<file path="config.mk">
export PLATFORM = sky130hd
export DESIGN_NAME = fetch_unit
export DESIGN_NICKNAME = d
export VERILOG_FILES = /design/src/rtl/fetch_unit.sv
export SDC_FILE = /design/constraint.sdc
export NUM_CORES = 1
export LEC_CHECK = 0
export BUFFER_PORTS_ARGS = -buffer_cell sky130_fd_sc_hd__buf_2
export CORE_AREA = 2 2 93 95
export DETAILED_ROUTE_END_ITERATION = 16
export DIE_AREA = 0 0 95 97
export PLACE_DENSITY_LB_ADDON = 0.3
export SLEW_MARGIN = 20
export SYNTH_ARGS = -nofsm -noshare
export SYNTH_HDL_FRONTEND = slang
export SYNTH_SLANG_ARGS = --single-unit
</file>
<file path="constraint.sdc">
create_clock -name CLK -period 4.5 [get_ports CLK]
set_input_delay 0.675 -clock CLK [delete_from_list [all_inputs] [get_ports CLK]]
set_output_delay 0.675 -clock CLK [all_outputs]
set_load 0.03 [all_outputs]
</file>
<file path="src/rtl/fetch_unit.sv">
// Instruction fetch stage: owns the PC, issues the I-mem read, predicts the next PC
// and drives the IF/ID enable/flush controls.
// Optional macro FETCH_BTB_EN: when defined, a direct-mapped BTB with 2-bit
// saturating counters predicts taken branches; when undefined, fetch is PC+4 only.
module fetch_unit #(
  parameter logic [31:0] PC_INIT     = 32'h0000_0000,
  parameter int unsigned BTB_ENTRIES = 16
) (
  input  logic        CLK,
  input  logic        nRST,
  input  logic        ihit,
  input  logic [31:0] iload,
  output logic        imemREN,
  output logic [31:0] imemaddr,
  input  logic        stall,
  input  logic        halt,
  input  logic        redirect,
  input  logic [31:0] redirect_pc,
  input  logic        upd_valid,
  input  logic [31:0] upd_pc,
  input  logic [31:0] upd_target,
  input  logic        upd_taken,
  output logic [31:0] instr,
  output logic [31:0] npc,
  output logic        taken,
  output logic        ifid_en,
  output logic        ifid_flush
);

  localparam int unsigned BTB_IDX = $clog2(BTB_ENTRIES);
  localparam int unsigned TAG_W   = 30 - BTB_IDX;

  logic [31:0] r_pc;
  logic        r_halted;
  logic [31:0] w_pc_plus4;
  logic [31:0] w_pred_pc;
  logic        w_taken;
  logic        w_unused_upd;

  assign w_pc_plus4 = r_pc + 32'd4;

  assign imemaddr   = r_pc;
  assign imemREN    = ~r_halted;
  assign instr      = iload;
  assign npc        = w_pc_plus4;
  assign taken      = w_taken;
  assign ifid_en    = redirect | ~stall;
  assign ifid_flush = redirect | r_halted | halt | ~ihit;

`ifdef FETCH_BTB_EN
  logic [BTB_IDX-1:0] w_idx;
  logic [TAG_W-1:0]   w_tag;
  logic               w_hit;
  logic [BTB_IDX-1:0] w_upd_idx;
  logic [TAG_W-1:0]   w_upd_tag;
  logic               w_upd_hit;

  logic               r_valid  [BTB_ENTRIES];
  logic [TAG_W-1:0]   r_tag    [BTB_ENTRIES];
  logic [31:0]        r_target [BTB_ENTRIES];
  logic [1:0]         r_ctr    [BTB_ENTRIES];

  assign w_idx     = r_pc[BTB_IDX+1:2];
  assign w_tag     = r_pc[31:BTB_IDX+2];
  assign w_hit     = r_valid[w_idx] && (r_tag[w_idx] == w_tag);
  assign w_taken   = w_hit & r_ctr[w_idx][1];
  assign w_pred_pc = w_taken ? r_target[w_idx] : w_pc_plus4;

  assign w_upd_idx = upd_pc[BTB_IDX+1:2];
  assign w_upd_tag = upd_pc[31:BTB_IDX+2];
  assign w_upd_hit = r_valid[w_upd_idx] && (r_tag[w_upd_idx] == w_upd_tag);

  // Branch byte offset never reaches the BTB.
  assign w_unused_upd = ^upd_pc[1:0];

  // BTB training: counter update on tag match, allocate on a taken miss.
  always_ff @(posedge CLK or negedge nRST) begin
    if (!nRST) begin
      for (int i = 0; i < int'(BTB_ENTRIES); i++) begin
        r_valid[BTB_IDX'(i)]  <= 1'b0;
        r_tag[BTB_IDX'(i)]    <= '0;
        r_target[BTB_IDX'(i)] <= '0;
        r_ctr[BTB_IDX'(i)]    <= 2'b01;
      end
    end else if (upd_valid) begin
      if (w_upd_hit) begin
        if (upd_taken) begin
          if (r_ctr[w_upd_idx] != 2'b11) r_ctr[w_upd_idx] <= r_ctr[w_upd_idx] + 2'd1;
          r_target[w_upd_idx] <= upd_target;
        end else if (r_ctr[w_upd_idx] != 2'b00) begin
          r_ctr[w_upd_idx] <= r_ctr[w_upd_idx] - 2'd1;
        end
      end else if (upd_taken) begin
        r_valid[w_upd_idx]  <= 1'b1;
        r_tag[w_upd_idx]    <= w_upd_tag;
        r_target[w_upd_idx] <= upd_target;
        r_ctr[w_upd_idx]    <= 2'b10;
      end
    end
  end
`else
  assign w_taken      = 1'b0;
  assign w_pred_pc    = w_pc_plus4;
  assign w_unused_upd = ^{upd_valid, upd_pc, upd_target, upd_taken};
`endif

  // PC and sticky halt: redirect > halt > stall > ihit > wait on memory.
  always_ff @(posedge CLK or negedge nRST) begin
    if (!nRST) begin
      r_pc     <= PC_INIT;
      r_halted <= 1'b0;
    end else if (redirect) begin
      r_pc     <= redirect_pc;
      r_halted <= 1'b0;
    end else if (r_halted || halt) begin
      r_halted <= 1'b1;
    end else if (!stall && ihit) begin
      r_pc <= w_pred_pc;
    end
  end

endmodule

</file>
# Yosys cells after proc, flatten, opt, wreduce, memory -nomap -nowiden
# Index checks and enable logic that the tools add are counted.
[op_classes] n_addsub=1 eq_ne=1 mux=5 bitwise=7 n_reduce_logical=6
[op_table] op="2-to-1 mux 32 bit" count=3
[op_table] op="adder 32 x 3 -> 32 bit (second input constant)" count=1
[op_table] op="OR 1 bit" count=4
[op_table] op="nonzero test 2 bit" count=2
[op_table] op="inverter 1 bit" count=3
[op_table] op="2-to-1 mux 1 bit" count=2
[op_table] op="inequality test 2 bit (second input constant)" count=1
[op_table] op="AND reduction 2 bit" count=1
[op_table] op="logical AND 1 bit" count=1
[op_table] op="logical NOT 1 bit" count=1
[op_table] op="logical OR 1 bit" count=1
[word_totals] regBits=33 inputBits=136 output_inout_bits=100 wordCells=22

# Logic depth before layout (Yosys ltp)
# Gate-level depths: netlist of the first run.
[depth] ltp_word=5 ltp_mapped=7 mapped_depth_nobuf=6

# Worst setup path after synthesis of the first run
# Ideal clock, no wire load.
[synth_path] kind="register -> output" start="reg r_pc[15], in the netlist imemaddr[15]" end="out npc[24]" arrival_ps=2098 required_time_ps=3825 slack_ps=1727 path_stages_with_launch=7 n_path_buf=1 path_cell_list="dfrtp_1 -> buf_2 -> nand3_2 -> nor4_4 -> nand2_1 -> nor2_1 -> xor2_1"
[synth_between] elab_chain_len=1
[synth_lines] item="from (decl)" line_no="33" rtl="logic [31:0] r_pc;"
[synth_lines] item="from (signal assigned)" line_no="113" rtl="r_pc <= redirect_pc;"
[synth_lines] item="from (signal assigned)" line_no="118" rtl="r_pc <= w_pred_pc;"
[synth_lines] item="adder 32 x 3 -> 32 bit" line_no="40" rtl="assign w_pc_plus4 = r_pc + 32'd4;"
[synth_lines] item="to (decl)" line_no="24" rtl="output logic [31:0] npc,"
# No other way between the ends.

# Final worst setup path of the first run
[layout_path] start="reg r_pc[2], in the netlist imemaddr[2]" end="out npc[24]"
# Same word-level chain as after synthesis.

==> results of run 1 <==
==> how the worst max path moves through the flow <==
| stage | start | end | slack (ns) |
|---|---|---|---|
| after floorplan | imemaddr[15] | npc[24] | 1.73 |
| after global placement | imemaddr[2] | npc[24] | 1.82 |
| after detailed placement | imemaddr[6] | npc[25] | 1.80 |
| after CTS | imemaddr[6] | npc[25] | 1.48 |
| after global routing | imemaddr[2] | npc[22] | 1.30 |
| final | imemaddr[2] | npc[24] | 1.51 |
==> flip-flops by register name, indices dropped and copies added, names as in the netlist <==
register	flops
r_halted	1
imemaddr	32
==> metal layers <==
| layer | vias to the layer above | wire, µm | track usage [%] |
|---|---|---|---|
| met2 | 108 | 3168 | 23.73 |
| met4 | 0 | 85 | 3.567 |
| met5 | - | 0 | 0 |
| li1 | 1131 | - | - |
| met3 | 15 | 646 | 5.452 |
| met1 | 1041 | 3220 | 20.52 |
==> stage by stage <==
stage / hold WS (ns) / cell area, µm²
after floorplan: 0.3794 / 2576
after global placement: 0.5005 / 2924
after detailed placement: 0.5175 / 2924
after CTS: 0.5120 / 3004
after global routing: 0.5516 / 3004
final: 0.4862 / 3004
==> synth_stat cells, types with 2 or more instances <==
| master | count | share of area, % |
|---|---|---|
| nor4_1 | 3 | 0.73 |
| dfrtp_1 | 33 | 32 |
| a221o_1 | 3 | 1.2 |
| nand4b_1 | 3 | 1.0 |
| nor4_4 | 2 | 1.7 |
| and3_1 | 5 | 1.2 |
| o21ai_1 | 5 | 0.97 |
| nand3b_1 | 2 | 0.58 |
| inv_1 | 4 | 0.58 |
| buf_2 | 4 | 0.78 |
| nor3_1 | 6 | 1.2 |
| mux2_2 | 3 | 1.3 |
| nand4_1 | 9 | 2.2 |
| o21ai_0 | 20 | 3.9 |
| buf_4 | 35 | 10 |
| and2_1 | 2 | 0.49 |
| nand3_1 | 21 | 4.1 |
| xor2_1 | 29 | 9.9 |
| nand2_1 | 47 | 6.8 |
| nor2_1 | 22 | 3.2 |
| xnor2_1 | 24 | 8.2 |
| or3_1 | 2 | 0.49 |
| clkbuf_1 | 10 | 1.5 |
==> report_power, final <==
group | switching [mW] | leakage (nW) | internal, mW
Combinational | 0.201 | 0.911 | 0.0943
Clock | 0.111 | 0.0395 | 0.110
Sequential | 0.0507 | 0.401 | 0.324
Total | 0.362 | 1.35 | 0.528
==> layout by cell type (no fill, tap or decap), types with 4 or more instances in the layout <==
cell type and instances:
and3_1 5, buf_2 104, buf_4 4, clkbuf_8 5, dfrtp_1 33, inv_1 4
nand2_1 47, nand3_1 21, nand4_1 9, nor2_1 22, nor3_1 6, o21ai_0 20
o21ai_1 5, xnor2_1 24, xor2_1 29
==> worst max-delay path, stage by stage, from the launching register on <==
cell and delay [ns]:
dfrtp_1 0.47, ha_1 0.28, nand3_1 0.14, nor2_1 0.29, buf_4 0.24, nand2_1 0.11, nor2_1 0.15, xor2_1 0.14
buf_2 0.21
==> layout make-up <==
type / instances / area, µm² / share of cell area, %
inverters: 4 / 15.01 / 0.4998
well taps: 105 / 131.4 / 4.373
flip-flops and latches: 33 / 825.8 / 27.49
repair buffers: 108 / 550.5 / 18.33
multi-input cells: 223 / 1401 / 46.65
clock buffers: 8 / 80.08 / 2.666
==> cell families after synthesis <==
kind of cell / synth area share, %
and+or+nand+nor: 27.20
buffers and inverters: 13.79
xor gates and xnor gates: 18.02
DFF: 32.05
AOI/OAI and AO/OA: 6.605
muxes: 1.700
adders and majority gates: 0.4856
other: 0.1456
==> run_results.csv, run 1 <==
group,metric,value,unit
status,outcome,"completed",
clock_tree,post_cts_resized,0,
run,cap_violations,0,
floorplanning,die_area,9215,µm²
setup_path,cp_max_fo,10,
clock_tree,cts_setup_buffers,0,
clock_tree,clock-root-buffer,"clkbuf_8",
setup_path,end_kind,"output pin",
synthesis,yosys_warnings,0,
power,leakagePower,1.351,nW
setup_path,cp-start-kind,"flip-flop",
floorplanning,start_util,31.67,%
placement,place_congestion,0.8846,
synthesis,syn_area_per_cell,8.257,µm²
power,ir_worst_vdd,0.1277,mV
floorplanning,dieWidth,95,µm
synthesis,ys_ff_latch,33,
clock_tree,clockBufferDepth,2,
floorplanning,ioPinCount,236,
sta,min_period_over_period,66.39,%
floorplanning,coreArea,8134,µm²
routing,route.detailed.drc,0,
sta,final.min_clock_period,2.988,ns
setup_path,ff2ff_path_depth,5,
synthesis,async_flop_share,100.0,%
sta,slew_viol_final,0,
synthesis,synth_cell_type_count,41,
synthesis,syn_area,2576,µm²
power,power.density,296.3,nW/µm²
grt,gr-usage-all-layers,15.37,%
synthesis,synth_edf_count,0,
clock_tree,cts_tree,"yes",
clock_tree,clock-sinks,33,
floorplanning,die_h,97,µm
clock_tree,clock_latency,0.28,ns
layout,layout.cells.non_filler,481,
clock_tree,h-tree-depth,2,
sta,fmax,334.7,MHz
floorplanning,std_cell_rows,33,
placement,placed_cells,473,
hold_path,hp-class,"in -> async",
sta,tightest_slew,0.8234,ns
layout,area_growth,16.61,%
synthesis,netlist_instances,312,
routing,final_antenna_net_count,0,
synthesis,syn_nets,449,
sta,hold_viol_final,0,
sta,worst_slack,1.512,ns
clock_tree,cts.reportedPaths.clkPinSlew,0.07,ns
setup_path,r2r-end,"imemaddr[31]",
sta,grt_setup_unrepaired,"false",
setup_path,path_class,"reg -> out",
power,total_power,0.8902,mW
clock_tree,numCtsBuffers,5,
setup_path,required,3.83,ns
layout,n_fill_cell,885,
routing,routed_wirelength,7.120,mm
synthesis,synth-seq-area-share,32.05,%
layout,finish.utilization,36.93,%
grt,grt_pass1_vias,2183,
sta,setup_tns,0,ns
routing,vias_per_cell,4.771,
layout,final_nets,512,
routing,wire_per_inst,14.80,µm
placement,dp_slack,1.802,ns
layout,antenna_cells,0,
placement,place_hpwl,5.367,mm
sta,slew_headroom,45.11,%
setup_path,regToRegSetupSlack,2.40,ns
clock_tree,hold_buffers,0,
setup_path,cp_data_arrival_time,2.31,ns
routing,drtPass1Iterations,4,
placement,port_buffers,104,
sta,finalClockSkew,0.004243,ns
routing,num_vias,2295,
routing,drt_iter0_markers,93,
synthesis,synth_ff_type,"dfrtp_1",
grt,grt_max_degree,36,
layout,final_layout_size_suffix_gt1_share,33.24,%
sta,setup_violations,0,
grt,grt_pass1_wl,11.20,mm
grt,grt-ovfl-total,0,
grt,grt_antenna_before_repair,0,
setup_path,r2r_start,"imemaddr[6]",
No activity file was read; power rests on OpenSTA's default activity.
==> inputs of run 2 (changes only) <==
--- a/config.mk
+++ b/config.mk
@@ -5,10 +5,11 @@
 export SDC_FILE = /design/constraint.sdc
 export NUM_CORES = 1
 export LEC_CHECK = 0
+export ABC_AREA = 1
 export BUFFER_PORTS_ARGS = -buffer_cell sky130_fd_sc_hd__buf_2
-export CORE_AREA = 2 2 93 95
+export CORE_AREA = 2 2 90 92
 export DETAILED_ROUTE_END_ITERATION = 16
-export DIE_AREA = 0 0 95 97
+export DIE_AREA = 0 0 92 94
 export PLACE_DENSITY_LB_ADDON = 0.3
 export SLEW_MARGIN = 20
 export SYNTH_ARGS = -nofsm -noshare
==> constraint.sdc (replaced) <==
create_clock -name CLK -period 2.78 [get_ports CLK]
set_input_delay 0.417 -clock CLK [delete_from_list [all_inputs] [get_ports CLK]]
set_output_delay 0.417 -clock CLK [all_outputs]
set_load 0.03 [all_outputs]
==> run 2 against run 1 <==
Synthesized cell count increased by 14%. Worst setup slack got worse by 1.1 ns. Combinational power rose by 130%. Total power increased by 94%. Cell count increased by 10%. Largest cell class unchanged.
==> run_results.csv, run 2 <==
group,metric,value,unit
status,outcome,"completed",
placement,postPlaceCellArea,2928,µm²
synthesis,synth_top_area_cell,"dfrtp_1",
hold_path,hp-class,"in -> async",
layout,layout_common_cells,"nand2_1 (135), buf_2 (104), nor2_1 (34)",
power,power.density,570.4,nW/µm²
floorplanning,ioPinCount,236,
layout,area_growth,18.73,%
routing,vias_per_cell,4.603,
sta,setup_tns,0,ns
layout,regArea,825.8,µm²
routing,route.detailed.drc,0,
floorplanning,die_h,94,µm
sta,slew_viol_final,0,
layout,largest_register_ffs,32,
sta,final.min_clock_period,2.329,ns
grt,gr-usage-all-layers,16.34,%
synthesis,yosys_warnings,0,
sta,finalClockSkew,0.005755,ns
grt,grt_antenna_before_repair,0,
floorplanning,std_cell_rows,32,
clock_tree,post_cts_resized,0,
synthesis,synth_ff_type,"dfrtp_1",
clock_tree,cts.reportedPaths.clkPinSlew,0.07,ns
clock_tree,numCtsBuffers,5,
floorplanning,start_util,33.54,%
layout,antenna_cells,0,
routing,final_antenna_net_count,0,
synthesis,synthTopCellsByArea,"dfrtp_1 (32%), nand2_1 (20%), buf_4 (10%)",
synthesis,synth_edf_count,0,
sta,slew_headroom,48.16,%
layout,final_nets,565,
setup_path,ff2ff_path_depth,7,
routing,num_vias,2444,
routing,drtPass1Iterations,4,
clock_tree,h-tree-depth,2,
sta,hold_viol_final,0,
synthesis,async_flop_share,100.0,%
floorplanning,coreArea,7607,µm²
power,power.switching,0.7633,mW
sta,fmax,429.4,MHz
setup_path,path_class,"reg -> out",
floorplanning,dieWidth,92,µm
routing,routed_wirelength,7.076,mm
layout,final_area,3029,µm²
clock_tree,clockBufferDepth,2,
clock_tree,hold_buffers,0,
clock_tree,clock-root-buffer,"clkbuf_8",
layout,finish.utilization,39.82,%
power,sw_frac_of_total,44.18,%
layout,n_fill_cell,834,
placement,port_buffers,104,
grt,grt_max_degree,34,
routing,drt_iter0_markers,107,
setup_path,cp-start-kind,"flip-flop",
placement,place_hpwl,5.442,mm
power,total_power,1.728,mW
clock_tree,cts_setup_buffers,0,
power,clkPwrFrac,23.5,%
layout,final_common_cell,"nand2_1",
synthesis,synth-seq-area-share,32.37,%
synthesis,ys_ff_latch,33,
setup_path,cp_data_arrival_time,1.91,ns
run,cap_violations,0,
synthesis,syn_area_per_cell,7.166,µm²
placement,place_congestion,0.8871,
setup_path,end_kind,"output pin",
layout,final_layout_size_suffix_gt1_share,31.70,%
synthesis,syn_nets,493,
layout,multi_input_area,1338,µm²
setup_path,required,2.36,ns
sta,tightest_slew,0.7775,ns
setup_path,regToRegSetupSlack,1.06,ns
grt,grt_pass1_wl,11.23,mm
routing,wire_per_inst,13.33,µm
sta,grt_setup_unrepaired,"false",
setup_path,r2r_start,"r_halted",
sta,setup_violations,0,
synthesis,yosys-top-cells-count,"nand2_1 (135), buf_4 (35), nor2_1 (34), dfrtp_1 (33), a22oi_1 (25)",
power,ir_worst_vdd,0.3284,mV
synthesis,synth_top_area_share,32.37,%
floorplanning,die_area,8648,µm²
clock_tree,clock_latency,0.28,ns
sta,min_period_over_period,83.77,%
grt,grt-ovfl-total,0,
clock_tree,clock-sinks,33,
synthesis,netlist_instances,356,
setup_path,r2r-end,"imemaddr[25]",
power,combPwrFrac,39.9,%
synthesis,syn_area,2551,µm²
clock_tree,cts_tree,"yes",
synthesis,synth_cell_type_count,25,
power,internal_power,0.9644,mW
power,seqPwrFrac,36.6,%
setup_path,cp_max_fo,5,
power,leakagePower,1.615,nW
grt,grt_pass1_vias,2264,
synthesis,synthMostInstantiatedCell,"nand2_1",
[run 2: changes by cell type after synthesis, moves of 9 or more]
cell     change
a22oi_1     +25
inv_1       +19
nand2_1     +88
nand3_1     -12
nand4_1      -9
nor2_1      +12
nor2_4       +9
o21ai_0     -15
xnor2_1     -24
xor2_1      -17
[run 2: per-layer routing]
| metal | share of wire, % | track usage [%] | vias up |
|---|---|---|---|
| li1 | - | - | 1231 |
| met2 | 45 | 26.23 | 88 |
| met5 | 0 | 0 | - |
| met3 | 8.3 | 4.254 | 4 |
| met4 | 0.45 | 4.478 | 0 |
| met1 | 46 | 21.83 | 1121 |
[run 2: metrics by stage]
stage / worst slack (ns) / hold WS [ns] / cells
finish: 0.4512 / 0.2032 / 531
global route: 0.3191 / 0.2562 / 531
CTS: 0.4197 / 0.2300 / 531
detailed placement: 0.7399 / 0.4816 / 523
global placement: 0.7346 / 0.4719 / 523
floorplan: 0.5646 / 0.1214 / 356
[run 2: cells by family after synthesis]
group,after synthesis,share of synthesized area (%)
other cells,1,0.1470
compound gates,35,9.514
xor+xnor,15,6.032
simple gates,204,36.24
fa+ha+maj,1,0.4904
flops,33,32.37
buf+inv,67,15.20
[run 2: worst max path at each step]
| stage | from | end | slack (ns) | cells past startpoint |
|---|---|---|---|---|
| finish | imemaddr[2] | npc[14] | 0.45 | 7 |
| global route | imemaddr[2] | npc[14] | 0.32 | 7 |
| CTS | imemaddr[2] | npc[14] | 0.42 | 7 |
| detailed placement | imemaddr[2] | npc[14] | 0.74 | 7 |
| global placement | imemaddr[2] | npc[14] | 0.73 | 7 |
| floorplan | imemaddr[2] | npc[14] | 0.56 | 6 |
[run 2: power by group through the flow]
stage / clock network [mW] / registers (mW) / logic (mW)
final: 0.406 / 0.633 / 0.689
after floorplan: 0 / 0.738 / 0.457
after CTS: 0.421 / 0.633 / 0.696
after global routing: 0.450 / 0.646 / 0.743
after global placement: 0 / 0.640 / 0.689
after detailed placement: 0 / 0.641 / 0.694
[run 2: cell type report]
cell class                      instances  area share [%]
Multi-Input combinational cell        256           44.16
Sequential cell                        33           27.26
Timing Repair Buffer                  107           17.93
Tap cell                              102           4.213
Clock buffer                            7           3.180
Inverter                               25           3.098
Clock inverter                          1          0.1652
[run 2: critical path, cell delays in order (launching register included)]
cell	delay [ns]
dfrtp_1	0.42
ha_1	0.22
nand2_1	0.10
nor2_4	0.18
nand2_4	0.12
nor2_4	0.14
xor2_1	0.22
buf_2	0.24
==> inputs of run 3 (changes only) <==
==> constraint.sdc (replaced) <==
create_clock -name CLK -period 2.3 [get_ports CLK]
set_input_delay 0.345 -clock CLK [delete_from_list [all_inputs] [get_ports CLK]]
set_output_delay 0.345 -clock CLK [all_outputs]
set_load 0.03 [all_outputs]
==> run 3 against run 2 <==
Via count rose by 0.16%. Cell count rose by 0.75%. Sequential power rose by 21%. Critical endpoint is now npc[10]. Largest power group unchanged.
==> run_results.csv, run 3 (same netlist as run 2, synthesis figures left out) <==
group,metric,value,unit
routing,num_vias,2448,
sta,fin_hold_ws,0.1230,ns
layout,final_common_cell,"nand2_1",
sta,worst_slack,0.1104,ns
clock_tree,hold_buffers,0,
placement,place_hpwl,5.363,mm
clock_tree,cts.reportedPaths.clkPinSlew,0.08,ns
setup_path,critPathBufInv,3,
layout,largest_register_ffs,32,
grt,grt_pass1_wl,11.42,mm
setup_path,path_class,"reg -> out",
power,ir_worst_vdd,0.3931,mV
run,cap_violations,0,
routing,vias_per_cell,4.576,
sta,slew_viol_final,0,
setup_path,end_kind,"output pin",
grt,grt_max_degree,34,
power,leakagePower,1.643,nW
layout,layout_common_cells,"nand2_1 (134), buf_2 (96), nor2_1 (33)",
sta,finalClockSkew,0.009958,ns
status,outcome,"completed",
floorplanning,coreArea,7607,µm²
placement,port_buffers,104,
layout,area_growth,22.41,%
floorplanning,start_util,33.54,%
setup_path,required,1.96,ns
routing,routed-wl-met3,554,µm
layout,antenna_cells,0,
hold_path,hp-class,"in -> async",
floorplanning,ioPinCount,236,
floorplanning,std_cell_rows,32,
sta,tightest_slew,0.7703,ns
placement,dp_slack,0.3294,ns
floorplanning,die_area,8648,µm²
routing,routed_wirelength,7.006,mm
setup_path,cp_cell_sequence,"ha_2 -> nand2_1 -> nor2_4 -> nand2_4 -> buf_4 -> xor2_1 -> inv_1 -> buf_2",
routing,highest_layer,"met4",
grt,gr-usage-all-layers,16.40,%
floorplanning,die_h,94,µm
clock_tree,numCtsBuffers,5,
clock_tree,h-tree-depth,2,
setup_path,cp_max_fo,5,
clock_tree,clockBufferDepth,2,
grt,grt_antenna_before_repair,0,
layout,final_layout_size_suffix_gt1_share,33.72,%
clock_tree,clock-root-buffer,"clkbuf_8",
sta,slew_headroom,48.64,%
setup_path,slowest_delay,0.41,ns
sta,final.min_clock_period,2.190,ns
routing,final_antenna_net_count,0,
routing,drt_iter0_markers,139,
sta,hold_viol_final,0,
clock_tree,clock_latency,0.29,ns
sta,fmax,456.7,MHz
sta,setup_violations,0,
power,power.density,705.2,nW/µm²
routing,met1Wirelength,3.263,mm
routing,route.detailed.drc,0,
routing,wire_per_inst,13.10,µm
floorplanning,dieWidth,92,µm
routing,drtPass1Iterations,4,
setup_path,cp-start-kind,"flip-flop",
clock_tree,clock-sinks,33,
setup_path,crit_family,"flip-flops",
sta,setup_tns,0,ns
layout,final_nets,569,
layout,n_fill_cell,828,
setup_path,critPathSlowestCell,"dfrtp_1",
placement,place_congestion,0.8855,
grt,grt-ovfl-total,0,
setup_path,cp_data_arrival_time,1.84,ns
clock_tree,cts_tree,"yes",
routing,met2WireLength,3.129,mm
sta,min_period_over_period,95.20,%
grt,grt_pass1_vias,2402,
sta,grt_setup_unrepaired,"true",
## run 3: cell type report
| type | instances | area (µm²) | area share (%) |
|---|---|---|---|
| multi-input cells | 256 | 1360 | 43.55 |
| flip-flops and latches | 33 | 828.3 | 26.52 |
| repair buffers | 111 | 596.8 | 19.11 |
| well taps | 102 | 127.6 | 4.087 |
| inverters | 25 | 93.84 | 3.005 |
| clock buffers | 7 | 86.33 | 2.764 |
| clock inverters | 1 | 30.03 | 0.9615 |
## run 3: timing repair
action	in CTS	in global routing
setup buffers	0	3
setup endpoints to repair	0	9
resized for setup	0	22
## run 3: worst paths after layout
check                                from      endpoint  depth (start not counted)  slack (ns)
hold reg to reg               imemaddr[1]   imemaddr[1]                          2        0.50
max in group asynchronous            nRST  imemaddr[14]                          1        1.63
hold / removal                       nRST  imemaddr[31]                          1        0.12
min in group CLK           redirect_pc[1]   imemaddr[1]                          3        0.25
setup reg to reg              imemaddr[2]  imemaddr[24]                         10        0.73
setup / recovery              imemaddr[2]       npc[10]                          8        0.11
## run 3: metrics by stage
step / power [mW] / std cells / util, % / area, µm²
after floorplan: 1.444 / 356 / - / 2551
after global placement: 1.607 / 524 / 38.59 / 2935
after detailed placement: 1.611 / 524 / 38.59 / 2935
after CTS: 2.199 / 532 / 40.12 / 3052
after global routing: 2.329 / 535 / 41.05 / 3123
final: 2.202 / 535 / 41.05 / 3123
## run 3: where the power goes
group          leakage [nW]  total [mW]  internal [mW]  switching [mW]
clock                0.0585       0.583          0.354           0.229
combinational          1.19       0.853          0.262           0.590
sequential            0.391       0.767          0.653           0.114
## run 3: metal layers
layer | vias to the layer above | global-route usage (%)
li1 | 1235 | -
met5 | - | 0
met2 | 102 | 26.47
met3 | 7 | 4.173
met1 | 1104 | 21.81
met4 | 0 | 4.602
